$ cat config.mk
export PLATFORM = sky130hd
export DESIGN_NAME = pb_boot_sequencer
export DESIGN_NICKNAME = d
export VERILOG_FILES = /design/src/rtl/pb_boot_pkg.sv /design/src/rtl/sync_2ff.sv /design/src/rtl/pb_boot_sequencer.sv
export SDC_FILE = /design/constraint.sdc
export NUM_CORES = 1
export LEC_CHECK = 0
export ABC_AREA = 1
export BUFFER_PORTS_ARGS = -buffer_cell sky130_fd_sc_hd__clkbuf_2
export CORE_MARGIN = 4
export CORE_UTILIZATION = 52
export DETAILED_ROUTE_END_ITERATION = 6
export HOLD_SLACK_MARGIN = 0.06
export PLACE_DENSITY = 0.73
export SLEW_MARGIN = 20
export SYNTH_ARGS = -nofsm -noshare
export SYNTH_HDL_FRONTEND = slang
export SYNTH_SLANG_ARGS = --single-unit
$ cat constraint.sdc
create_clock -name CLK_IN -period 1.5 [get_ports CLK_IN]
set_input_delay 0.3 -clock CLK_IN [delete_from_list [all_inputs] [get_ports CLK_IN]]
set_output_delay 0.3 -clock CLK_IN [all_outputs]
set_load 0.005 [all_outputs]
$ cat src/rtl/pb_boot_pkg.sv
// Shared types and constants for the Picoblaze boot/recovery sequencer.
package pb_boot_pkg;

    typedef enum logic [2:0] {
        StIdle     = 3'd0,
        StWaitLock = 3'd1,
        StStable   = 3'd2,
        StHold     = 3'd3,
        StRun      = 3'd4
    } state_e;

    localparam logic [1:0] CAUSE_NONE = 2'd0;
    localparam logic [1:0] CAUSE_LOCK = 2'd1;
    localparam logic [1:0] CAUSE_WDT  = 2'd2;

    localparam logic [7:0] FAULT_SAT = 8'd255;

endpackage

$ cat src/rtl/sync_2ff.sv
// Single-bit two-flop synchronizer with asynchronous active-low reset.
module sync_2ff (
    input  logic clk_i,
    input  logic rst_ni,
    input  logic d_i,
    output logic q_o
);

    logic meta_q;
    logic sync_q;

    always_ff @(posedge clk_i or negedge rst_ni) begin
        if (!rst_ni) begin
            meta_q <= 1'b0;
            sync_q <= 1'b0;
        end else begin
            meta_q <= d_i;
            sync_q <= meta_q;
        end
    end

    assign q_o = sync_q;

endmodule

$ cat src/rtl/pb_boot_sequencer.sv
// Holds the Picoblaze in reset until DCM lock is stable; re-sequences on lock loss
// or watchdog timeout and records a saturating fault count plus the last cause.
module pb_boot_sequencer
    import pb_boot_pkg::*;
#(
    parameter int unsigned LOCK_STABLE_CYCLES = 16,
    parameter int unsigned RESET_HOLD_CYCLES  = 32,
    parameter int unsigned WDT_TIMEOUT        = 1024
) (
    input  logic       CLK_IN,
    input  logic       RESET_N_IN,
    input  logic       LOCKED,
    input  logic       WDT_KICK,
    output logic       CPU_RESET,
    output logic       READY,
    output logic [2:0] STATE,
    output logic [7:0] FAULT_COUNT,
    output logic [1:0] LAST_CAUSE
);

    localparam int unsigned StabW = (LOCK_STABLE_CYCLES > 1) ? $clog2(LOCK_STABLE_CYCLES) : 1;
    localparam int unsigned HoldW = (RESET_HOLD_CYCLES > 1) ? $clog2(RESET_HOLD_CYCLES) : 1;
    localparam int unsigned WdtW  = (WDT_TIMEOUT > 1) ? $clog2(WDT_TIMEOUT) : 1;

    localparam logic [StabW-1:0] StabLast = StabW'(LOCK_STABLE_CYCLES - 1);
    localparam logic [HoldW-1:0] HoldLast = HoldW'(RESET_HOLD_CYCLES - 1);

    logic             lock_s;
    logic             wdt_hit;
    state_e           state_q;
    logic [StabW-1:0] stab_cnt_q;
    logic [HoldW-1:0] hold_cnt_q;
    logic             cpu_reset_q;
    logic             ready_q;
    logic [7:0]       fault_cnt_q;
    logic [1:0]       last_cause_q;

    sync_2ff u_lock_sync (
        .clk_i  (CLK_IN),
        .rst_ni (RESET_N_IN),
        .d_i    (LOCKED),
        .q_o    (lock_s)
    );

    // Kick has priority over expiry; the counter idles at zero outside RUN so it
    // is already cleared on RUN entry.
    if (WDT_TIMEOUT != 0) begin : g_wdt
        logic [WdtW-1:0] wdt_q;

        assign wdt_hit = (state_q == StRun) && !WDT_KICK &&
                         (wdt_q == WdtW'(WDT_TIMEOUT - 1));

        always_ff @(posedge CLK_IN or negedge RESET_N_IN) begin
            if (!RESET_N_IN) begin
                wdt_q <= '0;
            end else if ((state_q != StRun) || WDT_KICK || wdt_hit) begin
                wdt_q <= '0;
            end else begin
                wdt_q <= wdt_q + 1'b1;
            end
        end
    end else begin : g_no_wdt
        assign wdt_hit = 1'b0;
    end

    always_ff @(posedge CLK_IN or negedge RESET_N_IN) begin
        if (!RESET_N_IN) begin
            state_q      <= StIdle;
            stab_cnt_q   <= '0;
            hold_cnt_q   <= '0;
            cpu_reset_q  <= 1'b1;
            ready_q      <= 1'b0;
            fault_cnt_q  <= '0;
            last_cause_q <= CAUSE_NONE;
        end else begin
            unique case (state_q)
                StIdle: begin
                    state_q <= StWaitLock;
                end
                StWaitLock: begin
                    if (lock_s) begin
                        state_q    <= StStable;
                        stab_cnt_q <= '0;
                    end
                end
                StStable: begin
                    if (!lock_s) begin
                        state_q <= StWaitLock;
                    end else if (stab_cnt_q == StabLast) begin
                        state_q    <= StHold;
                        hold_cnt_q <= '0;
                    end else begin
                        stab_cnt_q <= stab_cnt_q + 1'b1;
                    end
                end
                StHold: begin
                    if (!lock_s) begin
                        state_q <= StWaitLock;
                    end else if (hold_cnt_q == HoldLast) begin
                        state_q     <= StRun;
                        cpu_reset_q <= 1'b0;
                        ready_q     <= 1'b1;
                    end else begin
                        hold_cnt_q <= hold_cnt_q + 1'b1;
                    end
                end
                StRun: begin
                    // Lock loss outranks a coincident watchdog expiry.
                    if (!lock_s || wdt_hit) begin
                        cpu_reset_q <= 1'b1;
                        ready_q     <= 1'b0;
                        if (fault_cnt_q != FAULT_SAT) begin
                            fault_cnt_q <= fault_cnt_q + 8'd1;
                        end
                        if (!lock_s) begin
                            state_q      <= StWaitLock;
                            last_cause_q <= CAUSE_LOCK;
                        end else begin
                            state_q      <= StHold;
                            hold_cnt_q   <= '0;
                            last_cause_q <= CAUSE_WDT;
                        end
                    end
                end
                default: begin
                    state_q     <= StIdle;
                    cpu_reset_q <= 1'b1;
                    ready_q     <= 1'b0;
                end
            endcase
        end
    end

    assign CPU_RESET   = cpu_reset_q;
    assign READY       = ready_q;
    assign STATE       = state_q;
    assign FAULT_COUNT = fault_cnt_q;
    assign LAST_CAUSE  = last_cause_q;

endmodule

-- After elaboration in Yosys (flattened, before gate mapping)
Cells that the tools add are included.
- input port bits: 4
- register bits: 36
- logic and storage cells: 81
- add/sub/neg operators: 4
- equal/unequal tests: 20
- bitwise logic cells: 1
- mux-type cells: 29
- reduce and logical (&&, ||, !) cells: 17
- operators by type and width (cell ; count):
    2-to-1 mux 5 bit ; 6
    2-to-1 mux 3 bit ; 6
    case mux 3 bit (5 select lines) ; 1
    case mux 5 bit (3 select lines) ; 1
    2-to-1 mux 4 bit ; 3
    AND reduction 4 bit ; 3
    adder 10 x 1 -> 10 bit, second input constant ; 1
    == test 10 bit, second input constant ; 1
    2-to-1 mux 10 bit ; 1
    != test 2 x 1 -> 1 bit, second input constant ; 5
    != test 3 bit, second input constant ; 3
    adder 8 x 1 -> 8 bit, second input constant ; 1
    != test 2 bit, second input constant ; 4
    != test 8 bit, second input constant ; 1
    case mux 4 bit (2 select lines) ; 1
    AND reduction 7 bit ; 1
    == test 3 x 2 -> 1 bit, second input constant ; 2
    2-to-1 mux 1 bit ; 6
    case mux 1 bit (3 select lines) ; 2
    adder 5 x 1 -> 5 bit, second input constant ; 1
    == test 5 bit, second input constant ; 1
    adder 4 x 1 -> 4 bit, second input constant ; 1
    == test 4 bit, second input constant ; 1
    2-to-1 mux 2 bit ; 2
    other kinds (12) ; 16

-- Longest topological paths before layout
- depth in word-level cells: 6
- depth in mapped cells: 11
- mapped depth without buffers: 11

-- By module
Synthesis repeated with hierarchy kept, for this count alone.
- cell total of the unflattened synthesis: 245
- area total of the unflattened synthesis: 1978.1 um^2
- modules (own cells, without submodules) (module ; times used ; sequential area each (um^2) ; cells an instance ; area an instance (um^2)):
    pb_boot_sequencer ; 1 ; 852.1 ; 243 ; 1928.1
    sync_2ff ; 1 ; 50.0 ; 2 ; 50.0

-- Worst setup path before layout
No wires, ideal clock.
- path type: register -> register
- start point: register hold_cnt_q[0]
- end point: register hold_cnt_q[0]
- period minus slack after synthesis: 1.501 ns
- cell stages (with the launch flop): 11
- required time: 1.383 ns
- setup slack: -0.001 ns
- arrival time: 1.385 ns
- cells stage by stage: dfrtp_1 ha_1 nand2_1 nor2_1 ha_1 nand2_1 nand3_1 nor2_4 nand2_2 nand2_1 nand2_1
- longest elaborated chain between the ends: 4
- elaborated cells between the ends (all ways): 7
- RTL lines (element ; RTL line ; text):
    from (decl) ; pb_boot_sequencer.sv:32 ; logic [HoldW-1:0] hold_cnt_q;
    from (signal assigned) ; pb_boot_sequencer.sv:104 ; hold_cnt_q <= hold_cnt_q + 1'b1;
    adder 5 x 1 -> 5 bit ; pb_boot_sequencer.sv:104 ;
    2-to-1 mux 5 bit ; pb_boot_sequencer.sv:99 ; end else if (hold_cnt_q == HoldLast) begin
    2-to-1 mux 5 bit ; pb_boot_sequencer.sv:97 ; if (!lock_s) begin
    case mux 5 bit (3 select lines) ; pb_boot_sequencer.sv:76 ; unique case (state_q)
Parallel ways exist; a longest one is shown, timed or not. The select of a mux whose other input is x is not followed.
A chain may end at the register's enable or synchronous reset.

-- Worst setup path after layout
- start point: register hold_cnt_q[1]
- end point: register hold_cnt_q[1]
Same word-level chain as after synthesis.

==> impl_metrics.xml <==
<?xml version="1.0" encoding="UTF-8"?>
<metrics>
  <group name="status">
    <metric name="result_of_the_run" unit="">finished with violations</metric>
    <metric name="violations" unit="">setup timing</metric>
  </group>
  <group name="power_and_ir_drop">
    <metric name="leakagePower" unit="nW">1.285</metric>
    <metric name="pwr-share-clk" unit="%">25.9</metric>
    <metric name="share_comb_of_total_power" unit="%">30.4</metric>
    <metric name="vdd_ir_drop_max" unit="mV">0.7581</metric>
    <metric name="p_sw_share" unit="%">33.44</metric>
    <metric name="power_per_cell_area" unit="mW/mm^2">1023</metric>
    <metric name="p_int" unit="mW">1.665</metric>
    <metric name="seqPwrFrac" unit="%">43.7</metric>
    <metric name="p_switching" unit="mW">0.8367</metric>
  </group>
  <group name="placement">
    <metric name="place_inst" unit="">323</metric>
    <metric name="hpwl" unit="um">2815</metric>
    <metric name="finalWeightedCongestion" unit="">0.8115</metric>
    <metric name="port_buffers" unit="">18</metric>
  </group>
  <group name="sta">
    <metric name="final-setup-viol-count" unit="">5</metric>
    <metric name="worst_pin_slew" unit="ps">450.8</metric>
    <metric name="achievable_clock_frequency" unit="MHz">643.6</metric>
    <metric name="finalHoldViolCount" unit="">0</metric>
    <metric name="fin_worst_skew" unit="ps">8.511</metric>
    <metric name="final_critical_path_setup_slack" unit="ps">-53.71</metric>
    <metric name="final-max-slew-violation-count" unit="">0</metric>
    <metric name="grt_setup_unrepaired" unit="">true</metric>
    <metric name="final_period_minus_worst_setup_slack" unit="ps">1554</metric>
    <metric name="final.period_utilization" unit="%">103.6</metric>
    <metric name="max_slew_margin" unit="%">69.95</metric>
  </group>
  <group name="global_routing">
    <metric name="grt_pass1_wl" unit="um">6472</metric>
    <metric name="global_route_congestion_overflow_total" unit="">0</metric>
    <metric name="groute.usage.overall" unit="%">16.30</metric>
    <metric name="maximum_number_of_pins_on_one_net_before_global_route_repair" unit="">21</metric>
    <metric name="antenna_found_initial" unit="">0</metric>
    <metric name="via_count_of_the_first_global_routing_pass" unit="">1562</metric>
  </group>
  <group name="setup_path">
    <metric name="worst_ep_arrival_time" unit="ps">1730</metric>
    <metric name="critical_path_sink_type" unit="">flop</metric>
    <metric name="launch_instance_of_the_worst_register_to_register_path" unit="">hold_cnt_q[1]$_DFFE_PN0P_</metric>
    <metric name="critical_path.n_buffers_inverters" unit="">0</metric>
    <metric name="critPathMaxFanout" unit="">5</metric>
    <metric name="cpPeakStageDelay" unit="ps">390</metric>
    <metric name="timing.setup.critical_path_class" unit="">flop to flop</metric>
    <metric name="setup.worst_path.start" unit="">hold_cnt_q[1]$_DFFE_PN0P_</metric>
    <metric name="critical-path-slowest-cell" unit="">sky130_fd_sc_hd__dfrtp_1</metric>
    <metric name="kind_of_cell_with_the_highest_combined_delay_on_the_critical_path" unit="">simple AND/OR/NAND/NOR gates</metric>
    <metric name="crit_path_cell_trace" unit="">ha_2, nand2_2, nor2_1, ha_2, nand2_2, nand3_2, nor2_4, nand2_2, nand2_1, nand2_1</metric>
    <metric name="crit_path_start_kind" unit="">flop</metric>
    <metric name="critPathRequiredTime" unit="ps">1680</metric>
    <metric name="critPathMostFrequentCell" unit="">sky130_fd_sc_hd__nand2_2</metric>
  </group>
  <group name="floorplan">
    <metric name="start_util" unit="%">53.75</metric>
    <metric name="die_w" unit="um">69.29</metric>
    <metric name="floorplan.io_pins" unit="">19</metric>
    <metric name="die-area" unit="sq mm">0.004800</metric>
    <metric name="rows" unit="">22</metric>
    <metric name="design.core.area" unit="sq mm">0.003633</metric>
    <metric name="die_h" unit="um">69.29</metric>
  </group>
  <group name="yosys">
    <metric name="yosys_most_used_dff" unit="">sky130_fd_sc_hd__dfrtp_1</metric>
    <metric name="gate_count_after_technology_mapping" unit="">238</metric>
    <metric name="synth.cells.most_frequent" unit="">sky130_fd_sc_hd__nand2_1, sky130_fd_sc_hd__dfrtp_1, sky130_fd_sc_hd__nand3_1, sky130_fd_sc_hd__inv_1, sky130_fd_sc_hd__nor2_1</metric>
    <metric name="synth.top_cell.area_share" unit="%">44.84</metric>
    <metric name="synthMostInstantiatedCell" unit="">sky130_fd_sc_hd__nand2_1</metric>
    <metric name="asyncSetResetFlopFracSynth" unit="%">100.0</metric>
    <metric name="synth.lib_cells_used.distinct" unit="">32</metric>
    <metric name="synth_top_cells_by_area" unit="">sky130_fd_sc_hd__dfrtp_1, sky130_fd_sc_hd__nand2_1, sky130_fd_sc_hd__nand3_1, sky130_fd_sc_hd__inv_1, sky130_fd_sc_hd__nor2_1</metric>
    <metric name="synth_top_cell_by_area" unit="">sky130_fd_sc_hd__dfrtp_1</metric>
    <metric name="yosysWarnings" unit="">0</metric>
    <metric name="synth.ff_latch_count" unit="">36</metric>
    <metric name="syn_nets" unit="">247</metric>
    <metric name="number_of_enable_type_register_cells_in_the_synthesized_netlist" unit="">0</metric>
    <metric name="syn-mean-instance-area" unit="sq um">8.206</metric>
    <metric name="synth.yosys.seq_area_share" unit="%">46.19</metric>
    <metric name="synthesis.area" unit="sq mm">0.001953</metric>
  </group>
  <group name="job">
    <metric name="cap_viol_max_count" unit="">0</metric>
  </group>
  <group name="route">
    <metric name="detailroute.wirelength.met2" unit="um">1805</metric>
    <metric name="first_pass_iters" unit="">4</metric>
    <metric name="drt-initial-drc-count" unit="">106</metric>
    <metric name="vias_per_cell" unit="">4.994</metric>
    <metric name="detail_route.drc_violations" unit="">0</metric>
    <metric name="route.detailed.wl_per_inst" unit="um">11.48</metric>
    <metric name="postRouteWirelength" unit="um">3834</metric>
    <metric name="via_count" unit="">1668</metric>
    <metric name="routed-wl-met3" unit="um">178</metric>
    <metric name="wl_met1" unit="um">1784</metric>
    <metric name="detail-route-antenna-nets" unit="">0</metric>
    <metric name="top_signal_layer_used" unit="">met4</metric>
  </group>
  <group name="final_layout">
    <metric name="final_util" unit="%">67.32</metric>
    <metric name="final_net_count" unit="">295</metric>
    <metric name="final-instance-count-excl-fill" unit="">334</metric>
    <metric name="diodes" unit="">0</metric>
    <metric name="synthToLayoutAreaGrowth" unit="%">25.24</metric>
    <metric name="post_route_cells_drive_above_1_share" unit="%">29.37</metric>
  </group>
  <group name="cts">
    <metric name="cts.reportedPaths.clkPinSlew" unit="ps">60</metric>
    <metric name="cts_num_sinks" unit="">36</metric>
    <metric name="cts_htree_levels" unit="">2</metric>
    <metric name="clk_latency" unit="ps">290</metric>
    <metric name="clk_path_buf_depth" unit="">2</metric>
    <metric name="tritoncts" unit="">built</metric>
    <metric name="cts-root-buf" unit="">sky130_fd_sc_hd__clkbuf_8</metric>
    <metric name="tritoncts_buffer_count" unit="">5</metric>
  </group>
  <group name="worst_hold_path">
    <metric name="hold_path_class" unit="">input port to flop</metric>
    <metric name="hold_path.startpoint" unit="">LOCKED</metric>
  </group>
</metrics>
-- final cells by class --
type / count / area [sq um]
sequential: 36 / 902.1
fill: 327 / 1187
timing repair buffer: 42 / 301.5
inverter: 26 / 97.59
multi-input combinational: 175 / 1007
tap: 48 / 60.06
clock buffer: 6 / 72.57
clock inverter: 1 / 5.005
-- sequential cells by signal, summed over array words and instances, names as in the netlist --
name and flops:
FAULT_COUNT 8, hold_cnt_q 5, u_lock_sync.meta_q 1, stab_cnt_q 4, READY 1, u_lock_sync.q_o 1
LAST_CAUSE 2, g_wdt.wdt_q 10, STATE 3, CPU_RESET 1
-- power by group through the flow --
stage               combinational, mW  sequential (mW)  clock, mW
floorplan                       0.401             1.12          0
global placement                0.681             1.10          0
detailed placement              0.692             1.10          0
CTS                             0.703             1.08      0.681
global route                    0.858             1.10      0.717
finish                          0.760             1.09      0.648
-- layout by cell type (no fill, tap or decap), types with 2 or more instances in the layout --
master and instances:
sky130_fd_sc_hd__nand3_1 31, sky130_fd_sc_hd__buf_12 2, sky130_fd_sc_hd__o21a_1 2, sky130_fd_sc_hd__buf_4 20
sky130_fd_sc_hd__inv_1 25, sky130_fd_sc_hd__o21ai_0 2, sky130_fd_sc_hd__nand3_2 5, sky130_fd_sc_hd__nor3_1 2
sky130_fd_sc_hd__nor2_4 4, sky130_fd_sc_hd__a21oi_1 6, sky130_fd_sc_hd__nand2_1 60, sky130_fd_sc_hd__xor2_1 6
sky130_fd_sc_hd__xnor2_1 3, sky130_fd_sc_hd__clkbuf_2 18, sky130_fd_sc_hd__dfrtp_1 35, sky130_fd_sc_hd__nor2_1 19
sky130_fd_sc_hd__ha_1 2, sky130_fd_sc_hd__ha_2 3, sky130_fd_sc_hd__nand2_2 15, sky130_fd_sc_hd__clkbuf_8 5
sky130_fd_sc_hd__nand4_1 2
-- logic make-up (layout without fill, tap and decap cells) --
| kind of cell | Yosys count | count (layout) | share of synthesized area [%] |
|---|---|---|---|
| flip-flops | 36 | 36 | 46.19 |
| AND/OR/NAND/NOR | 146 | 146 | 35.23 |
| AO/OA/AOI/OAI | 15 | 15 | 5.766 |
| buffers and inverters | 27 | 75 | 5.573 |
| adder cells (fa/ha/maj) | 5 | 5 | 3.203 |
| XOR/XNOR | 9 | 9 | 4.036 |
-- worst paths after layout --
kind	endpoint	slack, ps	cells past startpoint
worst max register to register	hold_cnt_q[1]$_DFFE_PN0P_	-50	10
worst min-delay path	u_lock_sync.meta_q$_DFF_PN0_	120	1
worst min register to register	u_lock_sync.q_o$_DFF_PN0_	350	0
min in group asynchronous	g_wdt.wdt_q[0]$_DFF_PN0_	480	2
max in group asynchronous	CPU_RESET$_DFFE_PN1P_	480	3
worst max-delay path	hold_cnt_q[1]$_DFFE_PN0P_	-50	10
-- what timing repair did --
item	4_1_cts	5_1_grt
hold buffers	1	0
resized for setup	2	18
pin swaps	2	9
endpoints found under the setup margin	5	26
cloned	0	0
endpoints found under the hold margin	16	0
setup buffers	0	3
-- per-layer routing --
metal / vias up / track usage [%]
met5: - / 0
met4: 0 / 6.291
met3: 9 / 4.638
met2: 28 / 25.95
met1: 771 / 20.96
li1: 860 / -
-- stage by stage --
step	instance area (sq um)	TNS [ps]	total power, mW	hold WS (ps)	worst slack, ps
floorplan	1961	0	1.526	4.409	11.58
global placement	2275	-40.71	1.779	262.3	-11.72
detailed placement	2275	-338.6	1.793	272.1	-76.43
CTS	2367	-54.05	2.466	101.3	-19.08
global route	2446	-1800	2.677	110.3	-137.7
finish	2446	-218.1	2.502	117.5	-53.71
Power figures use the tool's default switching activity.
